==> config.mk <==
export PLATFORM = sky130hd
export DESIGN_NAME = demux_deser_4ch
export DESIGN_NICKNAME = d
export VERILOG_FILES = /design/src/rtl/demux_deser_4ch.sv
export SDC_FILE = /design/constraint.sdc
export NUM_CORES = 1
export LEC_CHECK = 0
export CAP_MARGIN = 20
export CELL_PAD_IN_SITES_DETAIL_PLACEMENT = 0
export CELL_PAD_IN_SITES_GLOBAL_PLACEMENT = 1
export CORE_MARGIN = 5
export CORE_UTILIZATION = 45
export DETAILED_ROUTE_END_ITERATION = 10
export PLACE_DENSITY_LB_ADDON = 0.1
export SLEW_MARGIN = 20
export SYNTH_ARGS = -nofsm -noshare
export SYNTH_HDL_FRONTEND = slang
export SYNTH_SLANG_ARGS = --single-unit
==> constraint.sdc <==
create_clock -name clk -period 2.41 [get_ports clk]
set_input_delay 0.482 -clock clk [delete_from_list [all_inputs] [get_ports clk]]
set_output_delay 0.482 -clock clk [all_outputs]
set_load 0.03 [all_outputs]
==> src/rtl/demux_deser_4ch.sv <==
// ---------------------------------------------------------------------------
// demux_deser_4ch
//
// Four-channel bit-serial word assembler placed directly after a 1:4 demux.
// The demux select lines {s1,s0} choose which y line carries this cycle's
// bit. That bit is shifted into the selected channel's deserializer.
// Finished words park in a per-channel hold register. One arbiter then moves
// them onto a single valid/ready word output.
//
// Parameters:
//   WIDTH       bits per assembled word (2..16)
//
// Ports:
//   clk         rising-edge clock
//   rst_n       asynchronous active-low reset
//   bit_valid   a valid data bit is present on the selected y line
//   s0, s1      demux select (channel = {s1,s0})
//   y0..y3      demux outputs; only the selected one is sampled
//   word_valid  output word available
//   word_ready  consumer accepts the output word
//   word_ch     source channel of word_data
//   word_data   assembled word; the first-received bit is the MSB
//   ovf         sticky per-channel overflow flags
//   clr_ovf     synchronous clear of all ovf bits (a same-edge set wins)
//
// Configuration macro:
//   DEMUX_DESER_RR_EN  defined   -> round-robin arbitration over the hold
//                                   registers, starting after the last grant
//                      undefined -> fixed priority, ch0 highest
// ---------------------------------------------------------------------------
module demux_deser_4ch #(
  parameter int WIDTH = 8
) (
  input  logic             clk,
  input  logic             rst_n,
  input  logic             bit_valid,
  input  logic             s0,
  input  logic             s1,
  input  logic             y0,
  input  logic             y1,
  input  logic             y2,
  input  logic             y3,
  output logic             word_valid,
  input  logic             word_ready,
  output logic [1:0]       word_ch,
  output logic [WIDTH-1:0] word_data,
  output logic [3:0]       ovf,
  input  logic             clr_ovf
);

  // Bit counter width: enough bits to count up to WIDTH-1
  localparam int CW = $clog2(WIDTH);
  localparam logic [CW-1:0] LAST_BIT = CW'(WIDTH - 1);

  // Per-channel deserializer state. The shift register keeps only WIDTH-1
  // bits, because the final bit of a word is taken straight from the input.
  logic [CW-1:0]    r_cnt   [4];
  logic [WIDTH-2:0] r_shReg [4];
  logic [WIDTH-1:0] r_hold  [4];
  logic [3:0]       r_full;

  logic [3:0]       w_y;
  logic [1:0]       w_sel;
  logic             w_bit;
  logic [WIDTH-1:0] w_word;
  logic             w_complete;
  logic             w_outFree;
  logic             w_grant;
  logic [1:0]       w_grantCh;
  logic [3:0]       w_drain;
  logic             w_store;
  logic             w_overflow;
  logic [3:0]       w_ovfSet;

  // Pick the selected demux output
  assign w_y   = {y3, y2, y1, y0};
  assign w_sel = {s1, s0};
  assign w_bit = w_y[w_sel];

  // Candidate word for the selected channel, with the new bit appended as LSB.
  // Its low WIDTH-1 bits are also the next shift-register content.
  assign w_word     = {r_shReg[w_sel], w_bit};
  assign w_complete = bit_valid && (r_cnt[w_sel] == LAST_BIT);

  // The output register can take a new word when it is empty or being accepted
  assign w_outFree = !word_valid || word_ready;
  assign w_grant   = w_outFree && (|r_full);
  assign w_drain   = w_grant ? (4'b0001 << w_grantCh) : 4'b0000;

  // A completed word is kept if its hold slot is empty or is emptied on this edge
  assign w_store    = w_complete && (!r_full[w_sel] || w_drain[w_sel]);
  assign w_overflow = w_complete && !w_store;
  assign w_ovfSet   = w_overflow ? (4'b0001 << w_sel) : 4'b0000;

`ifdef DEMUX_DESER_RR_EN
  // Round-robin pointer: the channel where the next search starts
  logic [1:0] r_rrPtr;

  always_ff @(posedge clk or negedge rst_n) begin
    if (!rst_n) begin
      r_rrPtr <= 2'd0;
    end else if (w_grant) begin
      r_rrPtr <= w_grantCh + 2'd1;
    end
  end

  // Search the four channels starting at the pointer, wrapping 3 -> 0
  always_comb begin
    logic [1:0] cand;
    logic       found;
    w_grantCh = r_rrPtr;
    found     = 1'b0;
    cand      = 2'd0;
    for (int k = 0; k < 4; k++) begin
      cand = r_rrPtr + 2'(k);
      if (!found && r_full[cand]) begin
        w_grantCh = cand;
        found     = 1'b1;
      end
    end
  end
`else
  // Fixed priority: the lowest-numbered full channel wins
  always_comb begin
    w_grantCh = 2'd0;
    for (int k = 3; k >= 0; k--) begin
      if (r_full[k]) begin
        w_grantCh = 2'(k);
      end
    end
  end
`endif

  // Deserializers: only the selected channel shifts and counts
  always_ff @(posedge clk or negedge rst_n) begin
    if (!rst_n) begin
      for (int i = 0; i < 4; i++) begin
        r_cnt[i]   <= '0;
        r_shReg[i] <= '0;
      end
    end else if (bit_valid) begin
      r_shReg[w_sel] <= w_word[WIDTH-2:0];
      if (w_complete) begin
        r_cnt[w_sel] <= '0;
      end else begin
        r_cnt[w_sel] <= r_cnt[w_sel] + CW'(1);
      end
    end
  end

  // Hold registers. Storing takes precedence over draining so that a drain
  // and a completion on the same channel and edge leave the slot full.
  always_ff @(posedge clk or negedge rst_n) begin
    if (!rst_n) begin
      r_full <= 4'b0000;
      for (int i = 0; i < 4; i++) begin
        r_hold[i] <= '0;
      end
    end else begin
      for (int i = 0; i < 4; i++) begin
        if (w_store && (w_sel == 2'(i))) begin
          r_hold[i] <= w_word;
          r_full[i] <= 1'b1;
        end else if (w_drain[i]) begin
          r_full[i] <= 1'b0;
        end
      end
    end
  end

  // Sticky overflow flags: the clear is applied first, so a set on the same edge wins
  always_ff @(posedge clk or negedge rst_n) begin
    if (!rst_n) begin
      ovf <= 4'b0000;
    end else begin
      ovf <= (clr_ovf ? 4'b0000 : ovf) | w_ovfSet;
    end
  end

  // Output register. Everything is driven from flops, so word_ready never
  // reaches the outputs combinationally; data and channel only move on a grant.
  always_ff @(posedge clk or negedge rst_n) begin
    if (!rst_n) begin
      word_valid <= 1'b0;
      word_ch    <= 2'd0;
      word_data  <= '0;
    end else if (w_outFree) begin
      if (w_grant) begin
        word_valid <= 1'b1;
        word_ch    <= w_grantCh;
        word_data  <= r_hold[w_grantCh];
      end else begin
        word_valid <= 1'b0;
      end
    end
  end

endmodule

==> reports/qor.yml <==
status: "complete, no violations"
ios: 26
comb_power_share: 0.265
syn-num-nets: 337
initial_utilization: 0.454
clk_latency_ns: 0.35
fin_util: 0.546
grt_pass1_vias: 2605
cts_tree: "yes"
power_mw: 4.54
min_path_type: "in2async"
synth_seq_cells: 91
switching_share: 0.290
synth_area_um2: 4130
p_leak_nw: 2.32
r2r-start: "r_full[1]"
finalClockSkew_ns: 0.0130
synth_cells: 324
post_drt_wl_per_cell_um: 16.4
synthAdderAreaFrac: 0.00605
grt_max_degree: 42
crit_type: "in2reg"
synth_edf_count: 0
power_density_nw_per_um2: 914
grt-ovfl-total: 0
avgSynthCellArea_um2: 12.8
ys_seq_area_frac: 0.551
final_nets: 385
drive_above_1_share: 0.372
cts_num_sinks: 91
r2r_end: "r_hold[25]"
fp.coreArea_um2: 9110
ctsLongestPathBuffers: 2
ys.flop_type: "dfrtp_1"
crit_path_end_kind: "flop"
synthSimpleGateAreaFrac: 0.0766
route.detailed.drc: 0
synth_xor_area_frac: 0
setup_viol: 0
vias: 2649
die_area_um2: 11200
p_sw_mw: 1.32
root_buffer: "clkbuf_8"
grt.total_usage: 0.154
grt_pass1_wl_um: 13700
yosys.area.top_type: "dfrtp_1"
drt_pre_antenna_iters: 4
antenna_left: 0
gp_congestion: 0.782
cp.arrival_ns: 2.55
cts_made_buffers: 9
port-buffer-count: 25
p_int_mw: 3.22
dp_hpwl_um: 5680
synth_warnings: 0
multi_input_area_um2: 1760
startpoint_type: "primary input"
finalCriticalPeriod_ns: 2.31
cp.required_ns: 2.65
fin_cells: 487
diodes: 0
fillerInstances: 788
slew_headroom: 0.677
tightest_slew_ns: 0.482
synth_async_sr_flop_share: 1.00
first_iter_violations: 69
rows: 35
area_growth_pct: 20.2
fp.dieH_um: 106
rrSetupSlack_ns: 0.32
peakVddDrop_v: 0.000480
register_area_um2: 2280
power_frac_seq: 0.487
dp.cells: 471
vias_per_cell: 5.44
path_clk_slew_ns: 0.09
final_max_slew_viol_count: 0
reg2regPathDepth: 4
hold_slack_ns: 0.0782
synth_top_area_frac: 0.551
critPathMaxFanout: 8
hold_buffers: 0
synth_top_family_by_area: "multiplexers"
synth_area_leaders: "dfrtp_1 (55%), mux2_2 (17%), mux4_2 (6.0%), nand2_1 (3.3%), o22ai_1 (3.2%)"
antenna_found_initial: 0
htreeDepth: 3
finalWirelength_um: 7990
crit_start: "s1"
crit_end: "r_hold[3]"
dieWidth_um: 106
muxShareOfSynthArea: 0.237
cap_violations: 0
fmax_mhz: 432
p_clk_frac: 0.247
period_share: 0.961
hold_viol: 0
ys_types: 34
synth_compound_area_frac: 0.0999
## metrics by stage
| stage | setup slack, ns | cell area (um^2) | setup TNS, ns |
|---|---|---|---|
| after floorplan | 0.0153 | 4170 | 0 |
| after global placement | -0.336 | 4740 | -15.31 |
| after detailed placement | -0.359 | 4740 | -15.62 |
| after CTS | 0.00596 | 4950 | 0 |
| after global routing | -0.0104 | 4970 | -0.0104 |
| final | 0.0951 | 4970 | 0 |
## Yosys cell counts (6+ instances only)
master    instances
a31o_2            9
o22ai_1          21
nor2b_1          10
buf_2             8
mux4_2           11
nand2b_1          6
inv_1             7
dfrtp_1          91
mux2_2           62
nor2_1            6
clkbuf_1          7
nand2_1          36
o21ai_0          18
## per-layer routing
| layer | track usage | part of all wire |
|---|---|---|
| met5 | 0 | 0 |
| met4 | 0.0472 | 0.013 |
| met3 | 0.0269 | 0.026 |
| met2 | 0.235 | 0.46 |
| met1 | 0.224 | 0.50 |
## logic make-up after synthesis
logic type,after synthesis
flops,91
mux,76
simple gates,68
compound gates,59
buf+inv,28
fa+ha+maj,2
## critical path, cell delays in order
cell and delay (ns):
clkdlybuf4s50_1 0.48, mux2_2 0.36, nand2_1 0.07, o21ai_1 0.09
ha_2 0.20, ha_4 0.17, nand4_1 0.10, nand2b_4 0.16
buf_12 0.12, mux2_2 0.34
## how the worst min path moves through the flow
stage | from | end | slack [ns] | cells after the start
after floorplan | rst_n | ovf[0] | 0.19 | 0
after global placement | r_cnt[11] | r_cnt[11] | 0.46 | 2
after detailed placement | rst_n | word_valid | 0.47 | 1
after CTS | rst_n | word_valid | 0.09 | 1
after global routing | rst_n | word_valid | 0.1 | 1
final | rst_n | word_valid | 0.08 | 1
## power by group through the flow
stage | Combinational (mW) | Clock, mW | Sequential [mW]
CTS | 1.23 | 1.16 | 2.21
finish | 1.21 | 1.12 | 2.21
floorplan | 0.801 | 0 | 2.25
global placement | 1.19 | 0 | 2.23
global route | 1.34 | 1.23 | 2.27
detailed placement | 1.22 | 0 | 2.25
## placed cells by master, fill, tap and decap left out, types with 4 or more instances in the layout
| cell | netlist | layout |
|---|---|---|
| dfrtp_1 | 91 | 91 |
| mux2_2 | 62 | 62 |
| nand2_1 | 36 | 35 |
| buf_4 | 2 | 28 |
| clkdlybuf4s50_1 | 0 | 23 |
| o22ai_1 | 21 | 21 |
| o21ai_0 | 18 | 17 |
| mux4_2 | 11 | 11 |
| nor2b_1 | 10 | 10 |
| a31o_2 | 9 | 9 |
| clkbuf_8 | 0 | 9 |
| inv_1 | 7 | 7 |
| nor2_1 | 6 | 6 |
| nand2b_1 | 6 | 5 |
| buf_12 | 0 | 5 |
| nand3_1 | 4 | 4 |
## flip-flops by register name, indices dropped and copies added (netlist names)
signal / flops
r_hold: 32
r_shReg: 28
r_cnt: 12
word_data: 8
ovf: 4
r_full: 4
word_ch: 2
word_valid: 1
## cell type report
| class | count | area share |
|---|---|---|
| clock buffers | 9 | 0.0249 |
| clock inverters | 6 | 0.0181 |
| inverters | 8 | 0.00604 |
| multi-input cells | 205 | 0.354 |
| flip-flops and latches | 91 | 0.458 |
| well taps | 111 | 0.0279 |
| repair buffers | 57 | 0.111 |
## what timing repair did
action,4_1_cts,5_1_grt
gates resized for setup,0,3
buffers inserted,0,1
endpoints found under the setup margin,0,32
No activity file was read; power rests on OpenSTA's default activity.
